### src/rtl/acsp_pkg.sv
// Shared types for the ACSP host command parser: opcodes, parser states, frame layout.
// The optional checksum byte (ACSP_CMD_CHECKSUM_EN) adds the CHK state and the checksum helper.
package acsp_pkg;

    typedef enum logic [7:0] {
        OP_NOP       = 8'h00,
        OP_RESET     = 8'h01,
        OP_ARM       = 8'h02,
        OP_TRIGGER   = 8'h03,
        OP_SET_RATE  = 8'h04,
        OP_SET_DEPTH = 8'h05,
        OP_READ      = 8'h06,
        OP_STATUS    = 8'h07
    } opcode_t;

    localparam int FRAME_ARG_BYTES = 4;

`ifdef ACSP_CMD_CHECKSUM_EN
    typedef enum logic [1:0] {
        ST_IDLE,
        ST_ARG,
        ST_PENDING,
        ST_CHK
    } state_t;

    // Expected trailer byte: XOR of the opcode and all four argument bytes.
    function automatic logic [7:0] frame_checksum(input logic [7:0] opcode,
                                                  input logic [31:0] arg);
        return opcode ^ arg[7:0] ^ arg[15:8] ^ arg[23:16] ^ arg[31:24];
    endfunction
`else
    typedef enum logic [1:0] {
        ST_IDLE,
        ST_ARG,
        ST_PENDING
    } state_t;
`endif

endpackage

### src/rtl/acsp_cmd_parser_if.sv
// Byte-stream input and decoded-command output bundle of the ACSP command parser.
// The err_checksum strobe exists only when ACSP_CMD_CHECKSUM_EN is defined.
interface acsp_cmd_parser_if;
    logic [7:0]  rx_data;
    logic        rx_valid;
    logic [7:0]  cmd_opcode;
    logic [31:0] cmd_arg;
    logic        cmd_valid;
    logic        cmd_ready;
    logic        err_bad_opcode;
    logic        err_timeout;
    logic        err_overrun;
`ifdef ACSP_CMD_CHECKSUM_EN
    logic        err_checksum;

    modport master (
        output rx_data, rx_valid, cmd_ready,
        input  cmd_opcode, cmd_arg, cmd_valid,
        input  err_bad_opcode, err_timeout, err_overrun, err_checksum
    );

    modport slave (
        input  rx_data, rx_valid, cmd_ready,
        output cmd_opcode, cmd_arg, cmd_valid,
        output err_bad_opcode, err_timeout, err_overrun, err_checksum
    );
`else
    // The upstream side (UART receiver plus command consumer) is the master.
    modport master (
        output rx_data, rx_valid, cmd_ready,
        input  cmd_opcode, cmd_arg, cmd_valid,
        input  err_bad_opcode, err_timeout, err_overrun
    );

    modport slave (
        input  rx_data, rx_valid, cmd_ready,
        output cmd_opcode, cmd_arg, cmd_valid,
        output err_bad_opcode, err_timeout, err_overrun
    );
`endif
endinterface

### src/rtl/acsp_timeout_timer.sv
// Inter-byte watchdog: counts enabled cycles since the last clear and flags when
// TIMEOUT_CYCLES is reached; the count restarts on clear, expiry or when disabled.
module acsp_timeout_timer #(
    parameter int TIMEOUT_CYCLES = 250_000
) (
    input  logic system_clock,
    input  logic reset_n,
    input  logic clear,
    input  logic enable,
    output logic expired
);

    localparam int W = $clog2(TIMEOUT_CYCLES + 1);

    logic [W-1:0] count_q;
    logic [W-1:0] count_d;

    assign expired = enable && (count_q == W'(TIMEOUT_CYCLES));

    always_comb begin
        count_d = count_q + W'(1);
        if (clear || !enable || expired) begin
            count_d = '0;
        end
    end

    always_ff @(posedge system_clock or negedge reset_n) begin
        if (!reset_n) begin
            count_q <= '0;
        end else begin
            count_q <= count_d;
        end
    end

endmodule

### src/rtl/acsp_cmd_parser.sv
// Assembles opcode + 4 LSB-first argument bytes into a command with a valid/ready handshake.
// ACSP_CMD_CHECKSUM_EN adds a trailing XOR checksum byte checked in the CHK state.
module acsp_cmd_parser
    import acsp_pkg::*;
#(
    parameter int         TIMEOUT_CYCLES = 250_000,
    parameter logic [7:0] MAX_OPCODE     = OP_STATUS
) (
    input  logic             system_clock,
    input  logic             reset_n,
    acsp_cmd_parser_if.slave bus
);

    localparam logic [1:0] LAST_ARG_IDX = 2'(FRAME_ARG_BYTES - 1);

    state_t      state_q, state_d;
    logic [1:0]  byte_idx_q, byte_idx_d;
    logic [7:0]  opcode_q, opcode_d;
    logic [31:0] arg_q, arg_d;
    logic        valid_q, valid_d;
    logic        err_bad_q, err_bad_d;
    logic        err_to_q, err_to_d;
    logic        err_ovr_q, err_ovr_d;
    logic        take_opcode;
    logic        timer_en;
    logic        timer_expired;
`ifdef ACSP_CMD_CHECKSUM_EN
    logic        err_chk_q, err_chk_d;

    assign timer_en = (state_q == ST_ARG) || (state_q == ST_CHK);
    assign bus.err_checksum = err_chk_q;
`else
    assign timer_en = (state_q == ST_ARG);
`endif

    acsp_timeout_timer #(
        .TIMEOUT_CYCLES(TIMEOUT_CYCLES)
    ) u_timer (
        .system_clock(system_clock),
        .reset_n     (reset_n),
        .clear       (bus.rx_valid),
        .enable      (timer_en),
        .expired     (timer_expired)
    );

    always_comb begin
        state_d     = state_q;
        byte_idx_d  = byte_idx_q;
        opcode_d    = opcode_q;
        arg_d       = arg_q;
        valid_d     = valid_q;
        err_bad_d   = 1'b0;
        err_to_d    = 1'b0;
        err_ovr_d   = 1'b0;
        take_opcode = 1'b0;
`ifdef ACSP_CMD_CHECKSUM_EN
        err_chk_d   = 1'b0;
`endif

        case (state_q)
            ST_IDLE: take_opcode = bus.rx_valid;

            ST_ARG: begin
                // An arriving byte beats a simultaneous timer expiry.
                if (bus.rx_valid) begin
                    arg_d[8*byte_idx_q +: 8] = bus.rx_data;
                    byte_idx_d = byte_idx_q + 2'd1;
                    if (byte_idx_q == LAST_ARG_IDX) begin
`ifdef ACSP_CMD_CHECKSUM_EN
                        state_d = ST_CHK;
`else
                        state_d = ST_PENDING;
                        valid_d = 1'b1;
`endif
                    end
                end else if (timer_expired) begin
                    state_d    = ST_IDLE;
                    err_to_d   = 1'b1;
                    opcode_d   = '0;
                    arg_d      = '0;
                    byte_idx_d = '0;
                end
            end

`ifdef ACSP_CMD_CHECKSUM_EN
            ST_CHK: begin
                if (bus.rx_valid) begin
                    if (bus.rx_data == frame_checksum(opcode_q, arg_q)) begin
                        state_d = ST_PENDING;
                        valid_d = 1'b1;
                    end else begin
                        state_d   = ST_IDLE;
                        err_chk_d = 1'b1;
                    end
                end else if (timer_expired) begin
                    state_d  = ST_IDLE;
                    err_to_d = 1'b1;
                    opcode_d = '0;
                    arg_d    = '0;
                end
            end
`endif

            ST_PENDING: begin
                // A byte arriving with the handshake starts the next frame immediately.
                if (bus.cmd_ready) begin
                    valid_d     = 1'b0;
                    state_d     = ST_IDLE;
                    take_opcode = bus.rx_valid;
                end else if (bus.rx_valid) begin
                    err_ovr_d = 1'b1;
                end
            end

            default: state_d = ST_IDLE;
        endcase

        if (take_opcode) begin
            if (bus.rx_data <= MAX_OPCODE) begin
                opcode_d   = bus.rx_data;
                arg_d      = '0;
                byte_idx_d = '0;
                state_d    = ST_ARG;
            end else begin
                err_bad_d = 1'b1;
            end
        end
    end

    always_ff @(posedge system_clock or negedge reset_n) begin
        if (!reset_n) begin
            state_q    <= ST_IDLE;
            byte_idx_q <= '0;
            opcode_q   <= '0;
            arg_q      <= '0;
            valid_q    <= 1'b0;
            err_bad_q  <= 1'b0;
            err_to_q   <= 1'b0;
            err_ovr_q  <= 1'b0;
`ifdef ACSP_CMD_CHECKSUM_EN
            err_chk_q  <= 1'b0;
`endif
        end else begin
            state_q    <= state_d;
            byte_idx_q <= byte_idx_d;
            opcode_q   <= opcode_d;
            arg_q      <= arg_d;
            valid_q    <= valid_d;
            err_bad_q  <= err_bad_d;
            err_to_q   <= err_to_d;
            err_ovr_q  <= err_ovr_d;
`ifdef ACSP_CMD_CHECKSUM_EN
            err_chk_q  <= err_chk_d;
`endif
        end
    end

    assign bus.cmd_opcode     = opcode_q;
    assign bus.cmd_arg        = arg_q;
    assign bus.cmd_valid      = valid_q;
    assign bus.err_bad_opcode = err_bad_q;
    assign bus.err_timeout    = err_to_q;
    assign bus.err_overrun    = err_ovr_q;

endmodule
### src/flat_wrapper.sv
// flat-port wrapper written by rule: the top's interface ports become plain ports
module acsp_cmd_parser_flat import acsp_pkg::*;
#(
    parameter int         TIMEOUT_CYCLES = 250_000,
    parameter logic [7:0] MAX_OPCODE     = OP_STATUS
)
  (system_clock, reset_n, bus_rx_data, bus_rx_valid, bus_cmd_ready, bus_cmd_opcode, bus_cmd_arg, bus_cmd_valid, bus_err_bad_opcode, bus_err_timeout, bus_err_overrun);
  acsp_cmd_parser_if bus_i ();
  input  logic system_clock;
  input  logic reset_n;
  input wire logic [$bits(bus_i.rx_data)-1:0] bus_rx_data;
  input wire logic [$bits(bus_i.rx_valid)-1:0] bus_rx_valid;
  input wire logic [$bits(bus_i.cmd_ready)-1:0] bus_cmd_ready;
  output wire logic [$bits(bus_i.cmd_opcode)-1:0] bus_cmd_opcode;
  output wire logic [$bits(bus_i.cmd_arg)-1:0] bus_cmd_arg;
  output wire logic [$bits(bus_i.cmd_valid)-1:0] bus_cmd_valid;
  output wire logic [$bits(bus_i.err_bad_opcode)-1:0] bus_err_bad_opcode;
  output wire logic [$bits(bus_i.err_timeout)-1:0] bus_err_timeout;
  output wire logic [$bits(bus_i.err_overrun)-1:0] bus_err_overrun;
  assign bus_i.rx_data = bus_rx_data;
  assign bus_i.rx_valid = bus_rx_valid;
  assign bus_i.cmd_ready = bus_cmd_ready;
  assign bus_cmd_opcode = bus_i.cmd_opcode;
  assign bus_cmd_arg = bus_i.cmd_arg;
  assign bus_cmd_valid = bus_i.cmd_valid;
  assign bus_err_bad_opcode = bus_i.err_bad_opcode;
  assign bus_err_timeout = bus_i.err_timeout;
  assign bus_err_overrun = bus_i.err_overrun;
  acsp_cmd_parser #(.TIMEOUT_CYCLES(TIMEOUT_CYCLES), .MAX_OPCODE(MAX_OPCODE)) u_core (.system_clock(system_clock), .reset_n(reset_n), .bus(bus_i));
endmodule
### config.mk
export PLATFORM = sky130hd
export DESIGN_NAME = acsp_cmd_parser_flat
export DESIGN_NICKNAME = d
export VERILOG_FILES = /design/src/rtl/acsp_pkg.sv /design/src/rtl/acsp_cmd_parser_if.sv /design/src/rtl/acsp_timeout_timer.sv /design/src/rtl/acsp_cmd_parser.sv /design/src/flat_wrapper.sv
export SDC_FILE = /design/constraint.sdc
export NUM_CORES = 1
export LEC_CHECK = 0
export CORE_MARGIN = 2
export CORE_UTILIZATION = 47
export CTS_CLUSTER_DIAMETER = 50
export CTS_CLUSTER_SIZE = 14
export DETAILED_ROUTE_END_ITERATION = 16
export PLACE_DENSITY = 0.87
export SLEW_MARGIN = 25
export SYNTH_ARGS = -nofsm -noshare
export SYNTH_HDL_FRONTEND = slang
export SYNTH_HIERARCHICAL = 1
export SYNTH_SLANG_ARGS = --single-unit
### constraint.sdc
create_clock -name system_clock -period 2.03 [get_ports system_clock]
set_input_delay 0.406 -clock system_clock [delete_from_list [all_inputs] [get_ports system_clock]]
set_output_delay 0.406 -clock system_clock [all_outputs]
set_load 0.005 [all_outputs]
* Word level (Yosys, flattened, before mapping)
Index checks and enable logic that the tools add are counted.
** Operators by class
- Reductions and logical operators :: 7
- Shift operators :: 2
- $add $sub $neg :: 3
- Multiplexer cells :: 38
- Eq/ne operators :: 7
- Magnitude comparators :: 1
** Operators with widths (number)
- 2-to-1 mux 32 bit :: 5
- 2-to-1 mux 8 bit :: 5
- negator 5 -> 34 bit :: 1
- variable shift 8 x 34 -> 32 bit (first input constant) :: 1
- variable part select 8 x 34 -> 32 bit :: 1
- bitwise mux 32 bit :: 1
- 2-to-1 mux 2 bit :: 11
- adder 18 x 1 -> 18 bit (second input constant) :: 1
- == test 18 bit (second input constant) :: 1
- 2-to-1 mux 18 bit :: 1
- 2-to-1 mux 1 bit :: 12
- less-or-equal comparator 8 x 3 -> 1 bit (second input constant) :: 1
- case mux 2 bit (3 select lines) :: 1
- == test 2 bit (second input constant) :: 2
- != test 2 bit (second input constant) :: 2
- case mux 1 bit (2 select lines) :: 2
- AND reduction 4 bit :: 1
- adder 2 x 1 -> 2 bit (second input constant) :: 1
- == test 2 x 1 -> 1 bit (second input constant) :: 1
- logical NOT 2 bit :: 1
- logical OR 1 bit :: 2
- != test 2 x 1 -> 1 bit (second input constant) :: 1
- nonzero test 2 bit :: 1
- logical AND 1 bit :: 1
- logical NOT 1 bit :: 1
** Storage, ports and cells
- Bits in registers :: 66
- Output and inout port bits :: 44
- Bits of input ports :: 12

* Longest topological paths before layout
- Depth in word-level cells :: 7
- Depth in mapped cells :: 10
- Mapped depth without buffers :: 7

* Hierarchy
Netlist, hierarchy kept.
** By module, submodules not included
- acsp_cmd_parser :: area each 2412.3 um^2, sequential area each 1201.2 um^2, cells each 221, instances 1
- acsp_timeout_timer :: area each 963.4 um^2, sequential area each 450.4 um^2, cells each 100, instances 1

* Worst setup path after synthesis
Ideal clock, no wire load.
- Path kind :: reg2reg
- Start point :: register u_core.state_q[1]
- End point :: register u_core.arg_q[10] (netlist: u_core/bus.cmd_arg[10])
- Path slack :: -0.201 ns
- Arrival time :: 2.105 ns
- Setup time :: 0.126 ns
- Clock period less this slack :: 2.231 ns
- Required time :: 1.904 ns
- Cell stages (with the launch flop) :: 10
- Path buffers :: 2
- Cells stage by stage :: dfrtp_1 nand2b_1 buf_4 buf_2 inv_2 nand4b_1 nor3_1 mux2i_1 o21ai_0 a21oi_2
** On the way
- Longest elaborated chain between the ends :: 7
- Elaborated cells between the ends (all ways) :: 10
** Ends and longest elaborated chain
- start: declaration :: RTL line acsp_cmd_parser.sv:16 : state_t state_q, state_d;
- start signal: assignment :: RTL line acsp_cmd_parser.sv:144 : state_q <= state_d;
- == test 2 x 1 -> 1 bit * :: RTL line acsp_cmd_parser.sv:33 : assign timer_en = (state_q == ST_ARG);
- named net u_core.timer_en :: RTL line acsp_cmd_parser.sv:25 : logic timer_en;
- logical AND 1 bit * :: RTL line acsp_timeout_timer.sv:18 : assign expired = enable && (count_q == W'(TIMEOUT_CYCLES));
- named net u_core.timer_expired :: RTL line acsp_cmd_parser.sv:26 : logic timer_expired;
- 2-to-1 mux 32 bit * :: RTL line acsp_cmd_parser.sv:76 : end else if (timer_expired) begin
- 2-to-1 mux 32 bit * :: RTL line acsp_cmd_parser.sv:65 : if (bus.rx_valid) begin
- 2-to-1 mux 32 bit * :: RTL line acsp_cmd_parser.sv:60 : case (state_q)
- 2-to-1 mux 32 bit :: RTL line acsp_cmd_parser.sv:119 : if (bus.rx_data <= MAX_OPCODE) begin
- 2-to-1 mux 32 bit * :: RTL line acsp_cmd_parser.sv:118 : if (take_opcode) begin
- named net u_core.arg_d[10] :: RTL line acsp_cmd_parser.sv:19 : logic [31:0] arg_q, arg_d;
- end signal: assignment :: RTL line acsp_cmd_parser.sv:147 : arg_q <= arg_d;
- end: declaration :: RTL line acsp_cmd_parser.sv:19
The timed path passes the listed nets; every way through them passes the cells marked *.
A chain may end at the register's enable or synchronous reset.

* Final worst setup path
- Start point :: register u_core.u_timer.count_q[2]
- End point :: register u_core.arg_q[19] (netlist: u_core/bus.cmd_arg[19])
** On the way
- Longest elaborated chain between the ends :: 7
** Ends and longest elaborated chain
- start: declaration :: RTL line acsp_timeout_timer.sv:15 : logic [W-1:0] count_q;
- start signal: assignment :: RTL line acsp_timeout_timer.sv:31 : count_q <= count_d;
- == test 18 bit * :: RTL line acsp_timeout_timer.sv:18
- logical AND 1 bit * :: RTL line acsp_timeout_timer.sv:18
- named net u_core.timer_expired :: RTL line acsp_cmd_parser.sv:26
- 2-to-1 mux 32 bit * :: RTL line acsp_cmd_parser.sv:76
- 2-to-1 mux 32 bit * :: RTL line acsp_cmd_parser.sv:65
- 2-to-1 mux 32 bit * :: RTL line acsp_cmd_parser.sv:60
- 2-to-1 mux 32 bit :: RTL line acsp_cmd_parser.sv:119
- 2-to-1 mux 32 bit * :: RTL line acsp_cmd_parser.sv:118
- named net u_core.arg_d[19] :: RTL line acsp_cmd_parser.sv:19
Marked as above.

==> results.py <==
metrics = {
    "critical_path": {
        "rrSetupSlack_ns": -0.03,
        "critPathArrivalTime_ns": 2.29,
        "crit_buf_inv": 2,
        "crit_path_top_delay_cell": "dfrtp_1",
        "crit_required_ns": 2.26,
        "slowest_delay_ns": 0.39,
        "critPathLaunchType": "flop",
        "ff2ff_path_depth": 8,
        "r2r-end": "u_core/bus.cmd_arg[19]$_DFF_PN0_",
        "path_max_fanout": 8,
        "cp_top_family": "simple AND/OR/NAND/NOR gates",
        "worst_setup_path_end_kind": "flop",
        "path_class": "flop to flop",
        "reg2reg_from": "u_core/u_timer/count_q[2]$_DFF_PN0_",
        "cpMostUsedCell": "buf_4",
        "path_cells": "nor4b_2 > nand4_1 > nor3_4 > buf_4 > buf_4 > mux2i_2 > o21ai_0 > a21oi_2",
    },
    "global_route": {
        "use_met1_pct": 26.26,
        "grt_pass1_wl_um": 12770,
        "gr-max-usage-layer": "met2",
        "grt_max_degree": 41,
        "grtUsageMet3_pct": 5.597,
        "grt_pass1_vias": 2725,
        "antenna_found_initial": 0,
        "grt_util_met2_pct": 34.87,
        "grtUsageTotal_pct": 21.28,
        "gr-total-overflow": 0,
    },
    "floorplanning": {
        "coreArea_um2": 6869,
        "fp.dieH_um": 88.75,
        "placementRows": 30,
        "start_util_pct": 49.14,
        "die_area_um2": 7877,
        "die_w_um": 88.75,
        "io_pins": 56,
    },
    "logic_synthesis": {
        "yosysSeqAreaShare_pct": 48.93,
        "avgSynthCellArea_um2": 10.52,
        "synth_nets": 341,
        "synth_cells": 321,
        "syn-cell-area_um2": 3376,
        "synthArstFlopShare_pct": 100.0,
        "synth-edff-count": 0,
        "synth.distinct_cells": 45,
        "synth-seq-cells": 66,
        "yosys_warnings": 6,
        "dominantRegCellSynth": "dfrtp_1",
    },
    "clock_tree": {
        "htree_levels": 3,
        "root_buffer": "clkbuf_8",
        "numCtsBuffers": 9,
        "cts_tree": "done",
        "clock_latency_ns": 0.34,
        "path_clk_slew_ns": 0.08,
        "clockBufferDepth": 2,
        "clock_sinks": 66,
        "cts_hold_buf": 0,
    },
    "power": {
        "power_density_nw_per_um2": 996.0,
        "vdd_drop_max_mv": 0.5203,
        "total_power_mw": 4.414,
        "leakagePower_nw": 1.844,
    },
    "routing": {
        "wl_per_cell_um": 15.71,
        "vias": 2792,
        "routed_wl_um": 7994,
        "via_per_inst": 5.485,
        "dr.pass1.iters": 4,
        "drt_iter0_drc": 198,
        "ant_nets": 0,
        "drc": 0,
    },
    "sta": {
        "fin_crit_sh_pct": 101.4,
        "min_period_ns": 2.059,
        "worst_pin_slew_ns": 0.4858,
        "rsz0062_at_grt": "true",
        "clock-skew-final_ns": 0.01075,
        "setup_slack_ns": -0.02873,
        "drv_slew": 0,
        "setup_viol": 1,
        "hold_viol": 0,
        "slew_headroom_pct": 66.97,
        "holdWs_ns": 0.06777,
        "fmax_mhz": 485.7,
        "setup_tns_ns": -0.02873,
    },
    "run_status": {
        "violations": "negative setup slack",
        "status": "finished, violations left",
    },
    "placed_design": {
        "portBuffers": 55,
        "placed_area_um2": 4143,
        "gp_congestion": 0.8230,
        "dp_hpwl_um": 5711,
    },
    "cells_and_area": {
        "n_antenna_cell": 0,
        "drive_above_1_share_pct": 24.46,
        "area.growth.synth_to_final_pct": 31.28,
        "nNetsFinal": 428,
        "final_cell_area_um2": 4432,
    },
    "min_path": {
        "hold_class": "primary input to asynchronous set/reset pin",
    },
    "job": {
        "maxCapViolations": 0,
    },
}
## metal layers
metal / vias up / wire length [um]
li1: 1312 / -
met1: 1384 / 3246
met2: 86 / 4204
met3: 10 / 415
met4: 0 / 128
met5: - / 0
## kinds of logic after synthesis
| group | share of synthesized area (%) |
|---|---|
| AO/OA/AOI/OAI | 15.60 |
| XOR/XNOR | 3.892 |
| adder cells (fa/ha/maj) | 2.965 |
| buffers and inverters | 7.153 |
| flip-flops | 48.93 |
| multiplexers | 2.076 |
| AND/OR/NAND/NOR | 19.38 |
## cell type report
class | instances | area, um^2
fill | 529 | 2437
sequential | 66 | 1652
multi-input combinational | 223 | 1518
timing repair buffer | 93 | 882.1
clock buffer | 11 | 151.4
tap | 96 | 120.1
inverter | 15 | 56.30
clock inverter | 5 | 52.55
## worst max path at each step
stage                                          from                                 end  slack [ns]  cells past startpoint
2_1_floorplan           u_core/state_q[1]$_DFF_PN0_  u_core/bus.cmd_opcode[3]$_DFF_PN0_        0.05                      9
3_3_place_gp   u_core/u_timer/count_q[11]$_DFF_PN0_    u_core/bus.cmd_arg[21]$_DFF_PN0_        0.05                      6
3_5_place_dp   u_core/u_timer/count_q[11]$_DFF_PN0_    u_core/bus.cmd_arg[18]$_DFF_PN0_       -0.05                      6
4_1_cts        u_core/u_timer/count_q[11]$_DFF_PN0_    u_core/bus.cmd_arg[28]$_DFF_PN0_        0.01                      6
5_1_grt         u_core/u_timer/count_q[2]$_DFF_PN0_     u_core/bus.cmd_arg[7]$_DFF_PN0_       -0.09                      8
6_report        u_core/u_timer/count_q[2]$_DFF_PN0_    u_core/bus.cmd_arg[19]$_DFF_PN0_       -0.03                      8
## metrics by stage
stage	util (%)	setup slack, ns	std cells
6_report	64.52	-0.02873	509
5_1_grt	64.52	-0.09269	509
4_1_cts	63.33	0.01089	501
3_5_place_dp	60.31	-0.04727	485
3_3_place_gp	60.31	0.04975	485
2_1_floorplan	-	0.04757	321
## Yosys cell counts, types with 6 or more instances
cell type | n | area (um^2)
nand4_1 | 9 | 56.30
nand2_1 | 11 | 41.29
o21ai_0 | 36 | 180.2
nor2_1 | 22 | 82.58
dfrtp_1 | 66 | 1652
nor3_1 | 6 | 30.03
inv_1 | 13 | 48.80
mux2i_1 | 7 | 70.07
nand3_1 | 37 | 185.2
a21oi_2 | 30 | 262.8
a21oi_1 | 6 | 30.03
ha_1 | 8 | 100.1
xnor2_1 | 13 | 113.9
## report_power, final
| part | switching [mW] | internal, mW | total [mW] |
|---|---|---|---|
| logic | 0.734 | 0.807 | 1.54 |
| clock network | 0.490 | 0.627 | 1.12 |
| registers | 0.175 | 1.58 | 1.76 |
| total | 1.40 | 3.02 | 4.41 |
## flip-flops by register name (all words and copies together) (netlist names)
name	count
u_core/u_timer/count_q	18
u_core/byte_idx_q	2
u_core/bus.err_timeout	1
u_core/bus.cmd_valid	1
u_core/bus.err_overrun	1
u_core/bus.err_bad_opcode	1
u_core/bus.cmd_opcode	8
u_core/bus.cmd_arg	32
u_core/state_q	2
## layout by cell type, fill, tap and decap left out, drive strengths merged, types with 2 or more instances in the layout
cell / n
buf: 39
nor2: 22
and3: 5
nand4: 10
and3b: 3
nand3: 37
mux2i: 7
clkbuf: 11
xnor2: 13
xor2: 2
dfrtp: 66
nor4: 5
inv: 15
a21oi: 36
or3: 2
nand2b: 2
nor3b: 3
o21ai: 37
nor2b: 2
clkdlybuf4s50: 54
clkinv: 3
nand2: 11
ha: 8
nor3: 7
## repair_timing
item,CTS,global route
cloned,0,1
gates resized for setup,1,34
pin swaps,1,3
buffers inserted,0,7
endpoints found under the setup margin,18,32
(Power assumes the default switching activity.)
==> RTL change 1: new RTL, config.mk and constraints unchanged <==
`TIMEOUT_CYCLES` is set to 250_000 in 3 places; all go to 500_000.
--- a/src/rtl/acsp_timeout_timer.sv
+++ b/src/rtl/acsp_timeout_timer.sv
@@ -1,7 +1,7 @@
 // Inter-byte watchdog: counts enabled cycles since the last clear and flags when
 // TIMEOUT_CYCLES is reached; the count restarts on clear, expiry or when disabled.
 module acsp_timeout_timer #(
-    parameter int TIMEOUT_CYCLES = 250_000
+    parameter int TIMEOUT_CYCLES = 500_000
 ) (
     input  logic system_clock,
     input  logic reset_n,
--- a/src/rtl/acsp_cmd_parser.sv
+++ b/src/rtl/acsp_cmd_parser.sv
@@ -3,7 +3,7 @@
 module acsp_cmd_parser
     import acsp_pkg::*;
 #(
-    parameter int         TIMEOUT_CYCLES = 250_000,
+    parameter int         TIMEOUT_CYCLES = 500_000,
     parameter logic [7:0] MAX_OPCODE     = OP_STATUS
 ) (
     input  logic             system_clock,
--- a/src/flat_wrapper.sv
+++ b/src/flat_wrapper.sv
@@ -1,7 +1,7 @@
 // flat-port wrapper written by rule: the top's interface ports become plain ports
 module acsp_cmd_parser_flat import acsp_pkg::*;
 #(
-    parameter int         TIMEOUT_CYCLES = 250_000,
+    parameter int         TIMEOUT_CYCLES = 500_000,
     parameter logic [7:0] MAX_OPCODE     = OP_STATUS
 )
   (system_clock, reset_n, bus_rx_data, bus_rx_valid, bus_cmd_ready, bus_cmd_opcode, bus_cmd_arg, bus_cmd_valid, bus_err_bad_opcode, bus_err_timeout, bus_err_overrun);
Behaviour: same outputs for any inputs over 10 cycles, from zero or initial values and one cycle with reset_n low; that may be too few to reach the edited logic, so the function may still have changed.
==> RTL change 1 against the original RTL <==
- critical endpoint is now u_core/bus.cmd_opcode[3]$_DFF_PN0_
- total power up 3.5%
- first-iteration DRC count up 4.0%
- design area up 2.1%
- wire length up 2.4%
- critical path type unchanged
- non-clock buffer count down 7
- area after synthesis up 1.5%
- worst setup slack better by 0.093 ns
- clock power up 5%
- sequential cell count up 1
==> RTL change 1: results (changes against the original RTL) <==
Pwr
The leakage dissipation is 0.001848 uW (+0.22%). The power of the clock network is 1180 uW (+5%). The worst supply voltage drop on vdd is 0.0003190 V (-39%).

STA
The worst slack on hold paths was 0.07125 ns (+0.003474 ns). The headroom to the max-slew limit was 0.6397 (-0.03004). The portion of the clock cycle consumed by the worst path in the final layout came to 0.9686 (-0.04558). The maximum clock skew at final layout is 0.01066 ns (-0.00009880 ns).

Setup path
The highest net fanout along the worst path is 9 (+1). The register-to-register path setup slack was 0.06 ns (+0.09 ns). The delay of the slowest critical-path stage is 0.47 ns (+0.08 ns). The worst register-to-register path begins at u_core/state_q[1]$_DFF_PN0_.

The signal arrival time at the worst endpoint is 2.21 ns (-0.08 ns). The endpoint identified for the worst register-to-register timing path is u_core/bus.cmd_opcode[3]$_DFF_PN0_.

Synthesis
Yosys attributes the largest share of cell area to sky130_fd_sc_hd__dfrtp_1, sky130_fd_sc_hd__a21oi_2, sky130_fd_sc_hd__nand3_1. The synthesized net count is 346 (+1.5%). The adder and majority cell fraction of the synthesized area is 0.02922 (-0.0004332). The number of distinct standard cells referenced by the synthesized netlist came to 50 (+11%). The area fraction in compound gates after synthesis is 0.1545 (-0.001549). The XOR/XNOR share of the synthesized area is 0.03835 (-0.0005686). The post-synthesis sequential area ratio is 0.4894 (about the same).

Detailed routing
The first-pass iteration count of the detailed router is 5 (+1). The detailed-routing wirelength on met1 was 3.381 mm (+4.2%). The routed length per instance is 16.02 um (+2.0%). The routed length on met2 is 4.157 mm (-1.1%). The post-detailed-route via-to-cell ratio is 5.577 (+1.7%). The length of routed met3 wiring is 399 um (-3.9%).

The DRC marker count from the first detailed-route iteration came to 206 (+4.0%).

Global routing
The global-route total usage across every layer is 0.2191 (+0.006289). The met1 usage is 0.2559 (-0.006752). The pin count of the biggest net entering global routing is 68 (+66%). The global-route wire length before repair is 13.30 mm (+4.2%).

The number of global-route vias before repair is 2899 (+6.4%). The global routing usage on met2 is 0.3636 (+0.01493).

Placement
The detailed-placement wirelength estimate is 5.833 mm (+2.1%). The weighted congestion at the end of routability-driven global placement is 0.8268 (+0.46%). The post-placement setup slack is -0.1316 ns (-0.08433 ns).

Final layout
The flip-flop count of the largest register, all copies and words added came to 32 (unchanged). The number of fillers in the final layout was 559 (+5.7%). The fraction of layout instances using a drive strength above 1 was 0.2573 (+0.01273).

The number of nets in the final layout is 427 (-0.23%).

Status
The run finished with clean final reports.
[RTL change 1: worst min path at each step]
| stage | start | end | cells past startpoint |
|---|---|---|---|
| 2_1_floorplan | reset_n | u_core/bus.cmd_arg[0]$_DFF_PN0_ | 0 |
| 3_3_place_gp | reset_n | u_core/bus.err_timeout$_DFF_PN0_ | 2 |
| 3_5_place_dp | reset_n | u_core/bus.cmd_opcode[7]$_DFF_PN0_ | 2 |
| 4_1_cts | reset_n | u_core/bus.cmd_arg[19]$_DFF_PN0_ | 2 |
| 5_1_grt | reset_n | u_core/bus.cmd_arg[11]$_DFF_PN0_ | 2 |
| 6_report | reset_n | u_core/bus.cmd_opcode[1]$_DFF_PN0_ | 2 |
[RTL change 1: per-stage QoR]
| stage | power (uW) | instance area, um^2 | instances |
|---|---|---|---|
| 6_report | 4569 | 4523 | 511 |
| 5_1_grt | 4821 | 4523 | 511 |
| 4_1_cts | 4546 | 4464 | 511 |
| 3_5_place_dp | 3332 | 4243 | 495 |
| 3_3_place_gp | 3254 | 4243 | 495 |
| 2_1_floorplan | 2561 | 3472 | 326 |
[RTL change 1: final cells by class]
type | count | area [um^2] | share of cell area
Sequential cell | 67 | 1677 | 0.3707
Clock buffer | 11 | 131.4 | 0.02905
Tap cell | 99 | 123.9 | 0.02739
Clock inverter | 5 | 77.57 | 0.01715
Inverter | 14 | 52.55 | 0.01162
Timing Repair Buffer | 86 | 848.3 | 0.1876
Multi-Input combinational cell | 229 | 1613 | 0.3566
[RTL change 1: what timing repair did]
item	4_1_cts	5_1_grt
gates cloned	0	0
endpoints found under the setup margin	23	39
resized for setup	20	22
hold endpoints to repair	0	0
pin swaps	1	1
==> RTL change 2: new RTL, same flow settings <==
Without the edit above. The 3 states of `state_t` get a one-hot encoding in 3 bits.
--- a/src/rtl/acsp_pkg.sv
+++ b/src/rtl/acsp_pkg.sv
@@ -29,10 +29,10 @@
         return opcode ^ arg[7:0] ^ arg[15:8] ^ arg[23:16] ^ arg[31:24];
     endfunction
 `else
-    typedef enum logic [1:0] {
-        ST_IDLE,
-        ST_ARG,
-        ST_PENDING
+    typedef enum logic [2:0] {
+        ST_IDLE    = 3'b001,
+        ST_ARG     = 3'b010,
+        ST_PENDING = 3'b100
     } state_t;
 `endif
 
Function: same outputs for any inputs over 10 cycles, from zero or initial values and one cycle with reset_n low; not proved beyond that.
==> RTL change 2 against the original RTL <==
- sequential cell count grew 1
- hold slack better by 0.0062 ns
- critical endpoint is now u_core/bus.cmd_arg[27]$_DFF_PN0_
- worst setup slack better by 0.030 ns
- critical path depth stayed put
- design area is 1.0% higher
- first-iteration DRC count grew 4.0%
- die area fell by 0.85%
- wire length rose by 1.9%
- area after synthesis fell by 0.89%
Power is not compared: it rests on default switching activity, and its combinational part moved more than twofold at a synthesized area within 25%.
==> RTL change 2: results (changes against the original RTL) <==
Placement
The weighted congestion at the end of routability-driven global placement is 0.8353 (+1.5%). The total cell area at the placement stage is 4179 um^2 (+0.88%). The number of placed instances, taps included is 490 (+1.0%). The detailed-placement wirelength estimate is 5.670 mm (-0.70%). The post-placement setup slack was -0.1519 ns (-0.1046 ns).

Detailed routing
The routed length per instance is 16.04 um (+2.1%). The DRC marker count from the first detailed-route iteration was 206 (+4.0%). The routed length on met2 is 4.002 mm (-4.8%). The first-pass iteration count of the detailed router is 6 (+2).

The detailed-routing wirelength on met1 is 3.446 mm (+6.2%). The length of routed met3 wiring is 527 um (+27%). The post-detailed-route via-to-cell ratio is 5.618 (+2.4%).

Synthesis
The mean instance size in the synthesized netlist is 10.14 um^2 (-3.6%). By area the synthesized netlist is led by sky130_fd_sc_hd__dfrtp_1, sky130_fd_sc_hd__o21ai_0, sky130_fd_sc_hd__nand3_1. The synthesized net count is 350 (+2.6%). The post-synthesis sequential area ratio came to 0.5015 (+0.01224). Ranked by instance count, the synthesized netlist is headed by sky130_fd_sc_hd__dfrtp_1, sky130_fd_sc_hd__o21ai_0, sky130_fd_sc_hd__nand3_1.

STA
The total setup violations reported at the end of the flow is 0 (-1). The worst slack on hold paths is 0.07398 ns (+0.006207 ns). The maximum clock skew at final layout is 0.009172 ns (-0.001583 ns).

The minimum clock period after layout was 2.028 ns (-0.03035 ns). The transition time of the tightest slew-check pin is 0.4766 ns (-0.009252 ns).

Global routing
The global-route wire length before repair is 13.46 mm (+5.4%). The number of global-route vias before repair was 2857 (+4.8%). The global-route total usage across every layer came to 0.2221 (+0.009364). The met1 usage was 0.2896 (+0.02698).

The pin count of the biggest net entering global routing was 68 (+66%). The initial antenna violation count is 0 (unchanged). The global routing usage on met2 came to 0.3643 (+0.01561). The met3 usage in global routing was 0.04478 (-0.01119).

Clock network
The number of buffers inserted during clock tree synthesis came to 9 (unchanged).

Setup path
Following the worst setup path forward leads to its endpoint at u_core/bus.cmd_arg[27]$_DFF_PN0_. The delay of the slowest critical-path stage is 0.41 ns (+0.02 ns). The standard cell with the maximum stage delay on the critical path is sky130_fd_sc_hd__or3b_4.

The worst register-to-register path begins at u_core/state_q[0]$_DFF_PN1_. The register-to-register path setup slack is 0.002 ns (+0.03 ns). The signal arrival time at the worst endpoint is 2.26 ns (-0.03 ns).

Final layout
The fraction of layout instances using a drive strength above 1 is 0.2087 (-0.03581). The number of nets in the final layout is 427 (-0.23%). The number of standard cells in the final layout excluding fillers is 508 (-0.20%).

Pwr
The power per standard cell area is 616.1 nW/um^2.

Status
The run finished with clean final reports.
RTL change 2: worst reg2reg max path: cells and delay by family, from the launching register on:
family                 cells  cell delay, ns
buffers and inverters      2            0.25
AO/OA/AOI/OAI              2            0.27
multiplexers               1            0.11
AND/OR/NAND/NOR            3            0.90
flip-flops                 1            0.37
RTL change 2: what timing repair did:
action,in CTS,in global routing
endpoints found under the hold margin,0,0
setup buffers,0,2
resized for setup,0,27
endpoints found under the setup margin,0,41
RTL change 2: cell families after synthesis:
kind of cell | after synthesis | share of synthesized area
simple gates | 114 | 0.1982
mux | 7 | 0.02094
fa+ha+maj | 8 | 0.02992
buf+inv | 35 | 0.05609
xor+xnor | 15 | 0.03927
flops | 67 | 0.5015
compound gates | 84 | 0.1541
RTL change 2: cell type report:
type / count / area (um^2)
fill: 513 / 2354
sequential: 67 / 1678
multi-input combinational: 228 / 1574
timing repair buffer: 87 / 827.0
clock buffer: 9 / 123.9
tap: 96 / 120.1
clock inverter: 7 / 100.1
inverter: 14 / 55.05
